<file path="src/rtl/prefetch_fetcher_pkg.sv">
// Shared types for the prefetching instruction fetcher: core phases, fetcher
// states and the queue entry layout at the default memory widths.
package fetcher_pkg;
  localparam int PMEM_ADDR_BITS = 8;
  localparam int PMEM_DATA_BITS = 16;

  localparam logic [2:0] CORE_IDLE   = 3'b000;
  localparam logic [2:0] CORE_FETCH  = 3'b001;
  localparam logic [2:0] CORE_DECODE = 3'b010;
  localparam logic [2:0] CORE_DONE   = 3'b111;

  typedef enum logic [2:0] {
    IDLE     = 3'b000,
    FETCHING = 3'b001,
    FETCHED  = 3'b010
  } fetcher_state_t;

  typedef struct packed {
    logic [PMEM_ADDR_BITS-1:0] addr;
    logic [PMEM_DATA_BITS-1:0] instr;
  } fetch_entry_t;
endpackage

</file>
<file path="src/rtl/prefetch_fetcher_queue.sv">
// Circular FIFO of {addr, instr} entries with push, pop and whole-queue flush.
module fetch_queue
  import fetcher_pkg::*;
#(
  parameter int AW    = 8,
  parameter int DW    = 16,
  parameter int DEPTH = 4
) (
  input  logic                     clk,
  input  logic                     rst_n,
  input  logic                     i_push,
  input  logic                     i_pop,
  input  logic                     i_flush,
  input  logic [AW-1:0]            i_addr,
  input  logic [DW-1:0]            i_instr,
  output logic                     o_head_vld,
  output logic [AW-1:0]            o_head_addr,
  output logic [DW-1:0]            o_head_instr,
  output logic [$clog2(DEPTH):0]   o_count
);
  localparam int PW = $clog2(DEPTH);
  localparam int CW = PW + 1;

  typedef struct packed {
    logic [AW-1:0] addr;
    logic [DW-1:0] instr;
  } entry_t;

  entry_t        r_mem [DEPTH];
  logic [PW-1:0] r_rd, r_wr;
  logic [CW-1:0] r_cnt;
  logic          w_push, w_pop;

  assign w_pop  = i_pop && (r_cnt != '0);
  assign w_push = i_push && ((r_cnt != CW'(DEPTH)) || w_pop);

  always_ff @(posedge clk or negedge rst_n) begin
    if (!rst_n) begin
      r_rd  <= '0;
      r_wr  <= '0;
      r_cnt <= '0;
    end else if (i_flush) begin
      r_rd  <= '0;
      r_wr  <= '0;
      r_cnt <= '0;
    end else begin
      if (w_push) r_wr <= r_wr + 1'b1;
      if (w_pop)  r_rd <= r_rd + 1'b1;
      r_cnt <= r_cnt + CW'(w_push) - CW'(w_pop);
    end
  end

  // Storage needs no reset: r_cnt alone decides what is valid.
  always_ff @(posedge clk) begin
    if (w_push && !i_flush) r_mem[r_wr] <= {i_addr, i_instr};
  end

  assign o_head_vld   = (r_cnt != '0);
  assign o_head_addr  = r_mem[r_rd].addr;
  assign o_head_instr = r_mem[r_rd].instr;
  assign o_count      = r_cnt;
endmodule

</file>
<file path="src/rtl/prefetch_fetcher.sv">
// Instruction fetcher that runs ahead of the PC into a small queue, flushing
// and re-targeting whenever the requested PC is not at the queue head.
module prefetch_fetcher
  import fetcher_pkg::*;
#(
  parameter int PROGRAM_MEM_ADDR_BITS = 8,
  parameter int PROGRAM_MEM_DATA_BITS = 16,
  parameter int DEPTH                 = 4
) (
  input  logic                             clk,
  input  logic                             reset_n,
  input  logic [2:0]                       core_state,
  input  logic [PROGRAM_MEM_ADDR_BITS-1:0] current_pc,
  input  logic                             prefetch_en,
  output logic                             mem_read_valid,
  output logic [PROGRAM_MEM_ADDR_BITS-1:0] mem_read_address,
  input  logic                             mem_read_ready,
  input  logic [PROGRAM_MEM_DATA_BITS-1:0] mem_read_data,
  output logic [2:0]                       fetcher_state,
  output logic [PROGRAM_MEM_DATA_BITS-1:0] instruction,
  output logic [$clog2(DEPTH):0]           queue_count
);
  localparam int AW = PROGRAM_MEM_ADDR_BITS;
  localparam int DW = PROGRAM_MEM_DATA_BITS;
  localparam int CW = $clog2(DEPTH) + 1;

  fetcher_state_t r_state, w_state_nxt;
  logic [AW-1:0]  r_fpc, r_req_addr;
  logic           r_inflight, r_discard;
  logic [DW-1:0]  r_instr;

  logic           w_head_vld;
  logic [AW-1:0]  w_head_addr;
  logic [DW-1:0]  w_head_instr;
  logic [CW-1:0]  w_count, w_cnt_eff, w_limit;
  logic [AW-1:0]  w_fpc_src;
  logic           w_resp, w_head_match, w_lookup, w_hit, w_pending, w_miss;
  logic           w_pop, w_push, w_issue, w_core_active;

  assign w_resp        = r_inflight && mem_read_ready;
  assign w_head_match  = w_head_vld && (w_head_addr == current_pc);
  assign w_lookup      = (r_state == IDLE) && (core_state == CORE_FETCH);
  assign w_hit         = w_lookup && w_head_match;
  // A request already being dropped can never satisfy the PC, so it is not pending.
  assign w_pending     = w_lookup && !w_head_vld && r_inflight && !r_discard &&
                         (r_req_addr == current_pc);
  assign w_miss        = w_lookup && !w_hit && !w_pending;
  assign w_pop         = w_hit || ((r_state == FETCHING) && w_head_match);
  assign w_push        = w_resp && !r_discard && !w_miss;

  // On a miss the flush and the re-targeted issue happen on the same edge.
  assign w_core_active = (core_state != CORE_IDLE) && (core_state != CORE_DONE);
  assign w_limit       = prefetch_en ? CW'(DEPTH) : CW'(1);
  assign w_cnt_eff     = w_miss ? '0 : w_count;
  assign w_fpc_src     = w_miss ? current_pc : r_fpc;
  assign w_issue       = !r_inflight && w_core_active && (w_cnt_eff < w_limit);

  always_comb begin
    w_state_nxt = r_state;
    case (r_state)
      IDLE:     if (w_hit) w_state_nxt = FETCHED;
                else if (w_lookup) w_state_nxt = FETCHING;
      FETCHING: if (w_head_match) w_state_nxt = FETCHED;
      FETCHED:  if (core_state == CORE_DECODE) w_state_nxt = IDLE;
      default:  w_state_nxt = IDLE;
    endcase
  end

  always_ff @(posedge clk or negedge reset_n) begin
    if (!reset_n) begin
      r_state    <= IDLE;
      r_fpc      <= '0;
      r_req_addr <= '0;
      r_inflight <= 1'b0;
      r_discard  <= 1'b0;
      r_instr    <= '0;
    end else begin
      r_state <= w_state_nxt;
      if (w_pop) r_instr <= w_head_instr;
      if (w_issue) begin
        r_inflight <= 1'b1;
        r_req_addr <= w_fpc_src;
        r_fpc      <= w_fpc_src + 1'b1;
      end else begin
        if (w_resp) r_inflight <= 1'b0;
        if (w_miss) r_fpc <= current_pc;
      end
      if (w_resp) r_discard <= 1'b0;
      else if (w_miss && r_inflight) r_discard <= 1'b1;
    end
  end

  fetch_queue #(.AW(AW), .DW(DW), .DEPTH(DEPTH)) u_queue (
    .clk          (clk),
    .rst_n        (reset_n),
    .i_push       (w_push),
    .i_pop        (w_pop),
    .i_flush      (w_miss),
    .i_addr       (r_req_addr),
    .i_instr      (mem_read_data),
    .o_head_vld   (w_head_vld),
    .o_head_addr  (w_head_addr),
    .o_head_instr (w_head_instr),
    .o_count      (w_count)
  );

  assign mem_read_valid   = r_inflight;
  assign mem_read_address = r_req_addr;
  assign fetcher_state    = r_state;
  assign instruction      = r_instr;
  assign queue_count      = w_count;
endmodule
</file>
<file path="config.mk">
export PLATFORM = sky130hd
export DESIGN_NAME = prefetch_fetcher
export DESIGN_NICKNAME = d
export VERILOG_FILES = /design/src/rtl/prefetch_fetcher_pkg.sv /design/src/rtl/prefetch_fetcher_queue.sv /design/src/rtl/prefetch_fetcher.sv
export SDC_FILE = /design/constraint.sdc
export NUM_CORES = 1
export LEC_CHECK = 0
export ABC_AREA = 1
export BUFFER_PORTS_ARGS = -buffer_cell sky130_fd_sc_hd__buf_2
export CORE_ASPECT_RATIO = 0.6
export CORE_MARGIN = 2
export CORE_UTILIZATION = 35
export CTS_CLUSTER_SIZE = 14
export DETAILED_ROUTE_END_ITERATION = 6
export GPL_TIMING_DRIVEN = 0
export PLACE_DENSITY = 0.54
export SYNTH_ARGS = -nofsm -noshare
export SYNTH_HDL_FRONTEND = slang
export SYNTH_SLANG_ARGS = --single-unit
</file>
<file path="constraint.sdc">
create_clock -name clk -period 5.3 [get_ports clk]
set_clock_uncertainty 0.15 [all_clocks]
set_input_delay 0.265 -clock clk [delete_from_list [all_inputs] [get_ports clk]]
set_output_delay 0.265 -clock clk [all_outputs]
set_load 0.01 [all_outputs]
</file>
==> flow_summary.toml, run 1 <==
[cells_and_area]
multi_input_area_um2 = 1740
fill_cells = 1643
layout_common_cells = "nor2_1 (101), edfxtp_1 (96), nand2_1 (90), buf_2 (63), o21ai_0 (46)"
final_nets = 694
diodes = 0
seq_area_um2 = 3960
drive_above_1_share_pct = 19.6
area_growth_pct = 23.2
final_common_cell = "nor2_1"

[setup_path]
r2r.worst_path.cells = 17
start_kind = "flop"
crit_chain = "buf_2 -> buf_2 -> nand3_1 -> nand2_1 -> a21oi_1 -> nand2_1 -> nor2_2 -> nand3_4 -> nor2_4 -> clkbuf_1 -> ha_1 -> inv_1 -> ha_1 -> inv_1 -> fa_1 -> xor2_1 -> nor2_1"
regToRegEndpoint = "u_queue.o_count[2]$_DFF_PN0_"
ff2ff_setup_slack_ns = 1.42
crit_type = "reg2reg"
slowest_delay_ns = 0.60
critPathCapture = "u_queue.o_count[2]$_DFF_PN0_"
cp-end-kind = "flop"
timing.rr.start = "u_queue.r_rd[1]$_DFFE_PN0P_"
cp_slowest_cell = "clkbuf_1"
worst-path-max-fanout = 10
arrival_ns = 4.03
crit_start = "u_queue.r_rd[1]$_DFFE_PN0P_"
crit_required_ns = 5.45

[floorplanning]
die_w_um = 173
core_area_um2 = 16900
pin_count = 62
rows = 37
start_util_pct = 35.4
dieArea_um2 = 18200
die_y_um = 105

[grt]
grtUsageTotal_pct = 17.0
grt_max_degree = 44
grt_pass1_vias = 4253
grt_overflow = 0
grt_pass1_wl_mm = 23.3
antenna_found_initial = 0

[cts]
cts_buffer_depth = 2
post_cts_buffers = 0
insertion_delay_ns = 0.42
cts_tree = "yes"
cts-buffers-inserted = 17
cts.sinks = 139
cts_max_level = 4
cts-root-buf = "clkbuf_16"
cts.clk_slew.worst_paths_ns = 0.06
cts_resized = 0

[routing]
postRouteAntennaNets = 0
vias_per_cell = 4.73
drtIter0Drc = 408
num_vias = 4265
routed_wl_mm = 14.7
wl_per_cell_um = 16.3
firstDrtPassIters = 5
post-route-drc-count = 0

[flow_run]
max_cap_violations = 0

[sta]
slew_viol_final = 0
layout_setup_ws_ns = 1.42
fmax_mhz = 258
finalSetupViolations = 0
worst_pin_slew_ns = 1.12
rsz0062_at_grt = "no"
finalWorstPathRequiredPeriod_ns = 3.88
fin_crit_sh_pct = 73.2
hold_viol = 0
setup_tns_ns = 0
max_slew_margin_pct = 25.4

[synth]
synth_edf_count = 96
syn_nets = 597
synth_top_flop_cell = "edfxtp_1"
synth_area_per_cell_um2 = 10.8
async_reset_ff_share_pct = 30.9
ys_warn_count = 0
synth_area_um2 = 6000
synthCells = 557
synth-seq-cells = 139
ys_seq_area_share_pct = 66.0
ys_types = 38

[power]
leakage_nw = 3.06
power_per_cell_area_nw_per_um2 = 526
ir_worst_vdd_mv = 0.232
finalPower_mw = 3.88

[place]
portBuffers = 60
dpl.hpwl_mm = 9.54
post-place-ws_ns = 1.34
gp_congestion = 0.853

[outcome]
status = "finished clean"

[min_path]
hold_class = "in2reg"
## layout make-up
cell class,count,share of cell area (%)
clock buffer,20,6.05
multi-input combinational,348,23.5
sequential,139,53.6
timing repair buffer,78,6.50
inverter,47,2.42
clock inverter,12,1.91
tap,234,3.96
buffer,23,2.08
## state kept, by name, indices dropped and copies added (netlist names)
name and cells:
instruction 16, u_queue.r_rd 2, u_queue.r_mem 96, mem_read_valid 1
r_fpc 8, u_queue.o_count 3, r_discard 1, u_queue.r_wr 2
fetcher_state 2, mem_read_address 8
## repair_timing
item / CTS / global route
endpoints found under the hold margin: 109 / 0
hold buffers: 18 / 0
endpoints found under the setup margin: 0 / 0
## per-stage QoR
step,cells,hold slack (ns),area [um^2],utilization [%]
global route,901,0.0710,7390,43.6
global placement,851,0.327,6590,38.9
floorplan,557,-0.181,6000,-
detailed placement,851,0.333,6620,39.1
finish,901,0.0406,7390,43.6
CTS,901,0.0281,7390,43.6
## power by group
group	switching (mW)	internal (mW)	leakage, nW
Sequential	0.149	1.42	1.40
Combinational	0.740	0.401	1.37
Clock	0.464	0.712	0.287
## per-layer routing
layer | vias up | global-route usage (%) | share of wire, %
met5 | - | 0 | 0
met4 | 0 | 4.42 | 0.77
met3 | 12 | 4.80 | 5.5
met2 | 109 | 25.4 | 45
met1 | 2059 | 24.3 | 49
li1 | 2085 | - | -
## worst min path at each step
stage                     cells after the start                              to               from  slack, ns
after CTS                                     3    fetcher_state[1]$_DFFE_PN0P_      core_state[2]       0.03
after global routing                          3    fetcher_state[1]$_DFFE_PN0P_      core_state[2]       0.07
after global placement                        2           r_discard$_DFFE_PN0P_     mem_read_ready       0.33
after floorplan                               0    fetcher_state[0]$_DFFE_PN0P_            reset_n      -0.18
final                                         3    fetcher_state[1]$_DFFE_PN0P_      core_state[2]       0.04
after detailed placement                      1  u_queue.r_mem[1][12]$_DFFE_PP_  mem_read_data[12]       0.33
## Yosys cell counts (2+ instances only)
| library cell | count | area (um^2) |
|---|---|---|
| nand2_1 | 90 | 338 |
| nor2_1 | 105 | 394 |
| nand3_1 | 30 | 150 |
| nand3_2 | 2 | 20.0 |
| ha_1 | 8 | 100 |
| xor2_1 | 6 | 52.6 |
| clkbuf_1 | 9 | 33.8 |
| buf_4 | 4 | 30.0 |
| dfrtp_1 | 43 | 1080 |
| nand2_2 | 3 | 18.8 |
| inv_1 | 40 | 150 |
| a21oi_1 | 5 | 25.0 |
| o21ai_2 | 2 | 17.5 |
| nor2_2 | 4 | 25.0 |
| nand4_1 | 3 | 18.8 |
| edfxtp_1 | 96 | 2880 |
| buf_6 | 5 | 56.3 |
| a31oi_1 | 17 | 106 |
| buf_2 | 3 | 15.0 |
| o21ai_0 | 46 | 230 |
| o22ai_1 | 3 | 18.8 |
| xnor2_1 | 2 | 17.5 |
| nor2_4 | 2 | 22.5 |
| o21ai_1 | 10 | 50.1 |
| inv_2 | 6 | 22.5 |
## logic make-up (layout without fill, tap and decap cells)
logic type	count (synthesis)	after routing	share of synthesized area [%]
other cells	1	1	0.0625
buf+inv	70	180	5.55
flops	139	139	66.0
simple gates	243	243	17.1
compound gates	87	87	8.07
fa+ha+maj	9	9	2.00
xor+xnor	8	8	1.17
## critical path: cells and delay by family, from the launching register on
family	cells	cell delay, ns
compound gates	1	0.13
xor+xnor	1	0.17
fa+ha+maj	3	0.86
buf+inv	5	1.10
flops	1	0.35
simple gates	7	0.99
Note: power is estimated with default switching activity, not from simulation.
==> run 2, diff against run 1 <==
Clock period 5.3 ns to 4 ns, I/O delays scaled along.
==> run 2 against run 1 <==
Net effect: clock-buffer cell count unchanged; die area unchanged; sequential power rose by 32%; first-iteration DRC count increased by 3.4%; sequential share of layout area decreased by 0.15 points; routed wire length about the same; global-route usage about the same; final cell count increased by 0.22%; largest cell class unchanged.
==> flow_summary.toml, run 2 (same netlist as run 1, synthesis figures left out) <==
[outcome]
status = "finished clean"

[sta]
worst_pin_slew_ns = 1.12
fmax_mhz = 271
hold_viol = 0
rsz0062_at_grt = "no"
finalWorstPathRequiredPeriod_ns = 3.69
holdWs_ns = 0.0462
finalSetupViolations = 0
setup_tns_ns = 0
max_slew_margin_pct = 25.3
slew_viol_final = 0
fin_crit_sh_pct = 92.2

[routing]
wl_per_cell_um = 16.2
vias_per_cell = 4.73
num_vias = 4270
firstDrtPassIters = 5
post-route-drc-count = 0
routed_wl_mm = 14.7
postRouteAntennaNets = 0
drtIter0Drc = 422

[cts]
cts-root-buf = "clkbuf_16"
post_cts_buffers = 0
cts_max_level = 4
cts.sinks = 139
cts_buffer_depth = 2
insertion_delay_ns = 0.42
cts-buffers-inserted = 17
cts.clk_slew.worst_paths_ns = 0.06
cts_tree = "yes"

[cells_and_area]
diodes = 0
final_cell_area_um2 = 7410
final_common_cell = "nor2_1"
largest_reg_flops = 96
largest-register = "u_queue.r_mem"
layout_common_cells = "nor2_1 (101), edfxtp_1 (96), nand2_1 (90), buf_2 (63), o21ai_0 (46)"
drive_above_1_share_pct = 19.7
area_growth_pct = 23.6
final_nets = 696
final_cells = 903

[grt]
grt_overflow = 0
grtUsageTotal_pct = 17.0
busiest_layer = "met2"
grt_util_met1_pct = 24.3
grt_max_degree = 44
antenna_found_initial = 0
met3_usage_pct = 4.76
grt_pass1_wl_mm = 23.3
grt_use_met2_pct = 25.5
grt_pass1_vias = 4262

[floorplanning]
dieArea_um2 = 18200
start_util_pct = 35.4
core_area_um2 = 16900
die_w_um = 173
pin_count = 62
die_y_um = 105
rows = 37

[setup_path]
r2r.worst_path.cells = 15
worst-path-max-fanout = 24
regToRegEndpoint = "u_queue.r_mem[3][19]$_DFFE_PP_"
timing.rr.start = "u_queue.r_rd[1]$_DFFE_PN0P_"
crit_top_cell = "nand2_1"
slowest_delay_ns = 0.70
start_kind = "flop"
ff2ff_setup_slack_ns = 0.31
crit_required_ns = 3.89
crit_chain = "buf_2 -> buf_2 -> nand3_1 -> nand2_1 -> a21oi_1 -> nand2_1 -> nor2_2 -> nand3_4 -> nor2_4 -> inv_2 -> nand2_1 -> nand3_1 -> nor2_2 -> inv_2 -> nor2_4"
crit_type = "reg2reg"
cp_slowest_cell = "nor2_4"
arrival_ns = 3.58
cp-end-kind = "flop"

[power]
leakage_nw = 3.07
power_per_cell_area_nw_per_um2 = 695
ir_worst_vdd_mv = 0.311

[min_path]
holdPathStages = 3
hold_end = "mem_read_address[1]$_DFFE_PN0N_"
min_from = "current_pc[1]"
hold_class = "in2reg"

[flow_run]
max_cap_violations = 0

[place]
gp_congestion = 0.853
dpl.hpwl_mm = 9.54
portBuffers = 60
dpl.cell_count = 851
dpl_cell_area_um2 = 6620
-- run 2: changes by cell type in the layout (fill, tap and decap cells not counted), sizes merged --
cell / previous run / this run
dlygate4sd3: 18 / 20
-- run 2: power breakdown --
group	switching (mW)	internal [mW]
Clock	0.617	0.943
Sequential	0.196	1.88
Combinational	0.984	0.532
Total	1.80	3.35
-- run 2: layout make-up --
cell class | instances | area, um^2
inverters | 47 | 179
plain buffers | 23 | 155
clock buffers | 20 | 447
fillers | 1643 | 9530
flip-flops and latches | 139 | 3960
multi-input cells | 348 | 1740
repair buffers | 80 | 500
well taps | 234 | 293
clock inverters | 12 | 141
-- run 2: worst max path at each step --
stage / start / endpoint / slack (ns) / depth (start not counted)
finish: u_queue.r_rd[1]$_DFFE_PN0P_ / u_queue.r_mem[3][19]$_DFFE_PP_ / 0.31 / 15
global route: u_queue.r_rd[1]$_DFFE_PN0P_ / u_queue.r_mem[3][19]$_DFFE_PP_ / 0.04 / 15
CTS: u_queue.r_rd[1]$_DFFE_PN0P_ / u_queue.o_count[2]$_DFF_PN0_ / 0.02 / 17
detailed placement: u_queue.r_rd[1]$_DFFE_PN0P_ / u_queue.o_count[2]$_DFF_PN0_ / 0.04 / 17
global placement: u_queue.r_rd[1]$_DFFE_PN0P_ / u_queue.r_mem[3][6]$_DFFE_PP_ / -1.01 / 15
floorplan: u_queue.r_rd[0]$_DFFE_PN0P_ / u_queue.r_mem[0][0]$_DFFE_PP_ / 0.60 / 17
-- run 2: metrics by stage --
stage / power, mW / util [%] / setup slack, ns
4_1_cts: 5.19 / 43.7 / 0.0208
3_5_place_dp: 3.62 / 39.1 / 0.0432
3_3_place_gp: 3.56 / 38.9 / -1.01
2_1_floorplan: 3.07 / - / 0.595
5_1_grt: 5.49 / 43.7 / 0.0367
6_report: 5.15 / 43.7 / 0.314
-- run 2: metal layers --
metal | wire length (um) | vias to the layer above
met5 | 0 | -
met1 | 7310 | 2059
met2 | 6490 | 108
met4 | 153 | 0
li1 | - | 2089
met3 | 705 | 14
-- run 2: what timing repair did --
action / CTS / global route
setup endpoints to repair: 0 / 2
hold buffers: 20 / 0
hold endpoints to repair: 110 / 0
gates resized for setup: 0 / 2
-- run 2: worst max-delay path, delay by kind of cell, from the launching register on --
| family | cells | cell delay [ns] |
|---|---|---|
| buf+inv | 4 | 0.66 |
| simple gates | 10 | 1.99 |
| flops | 1 | 0.35 |
| compound gates | 1 | 0.13 |
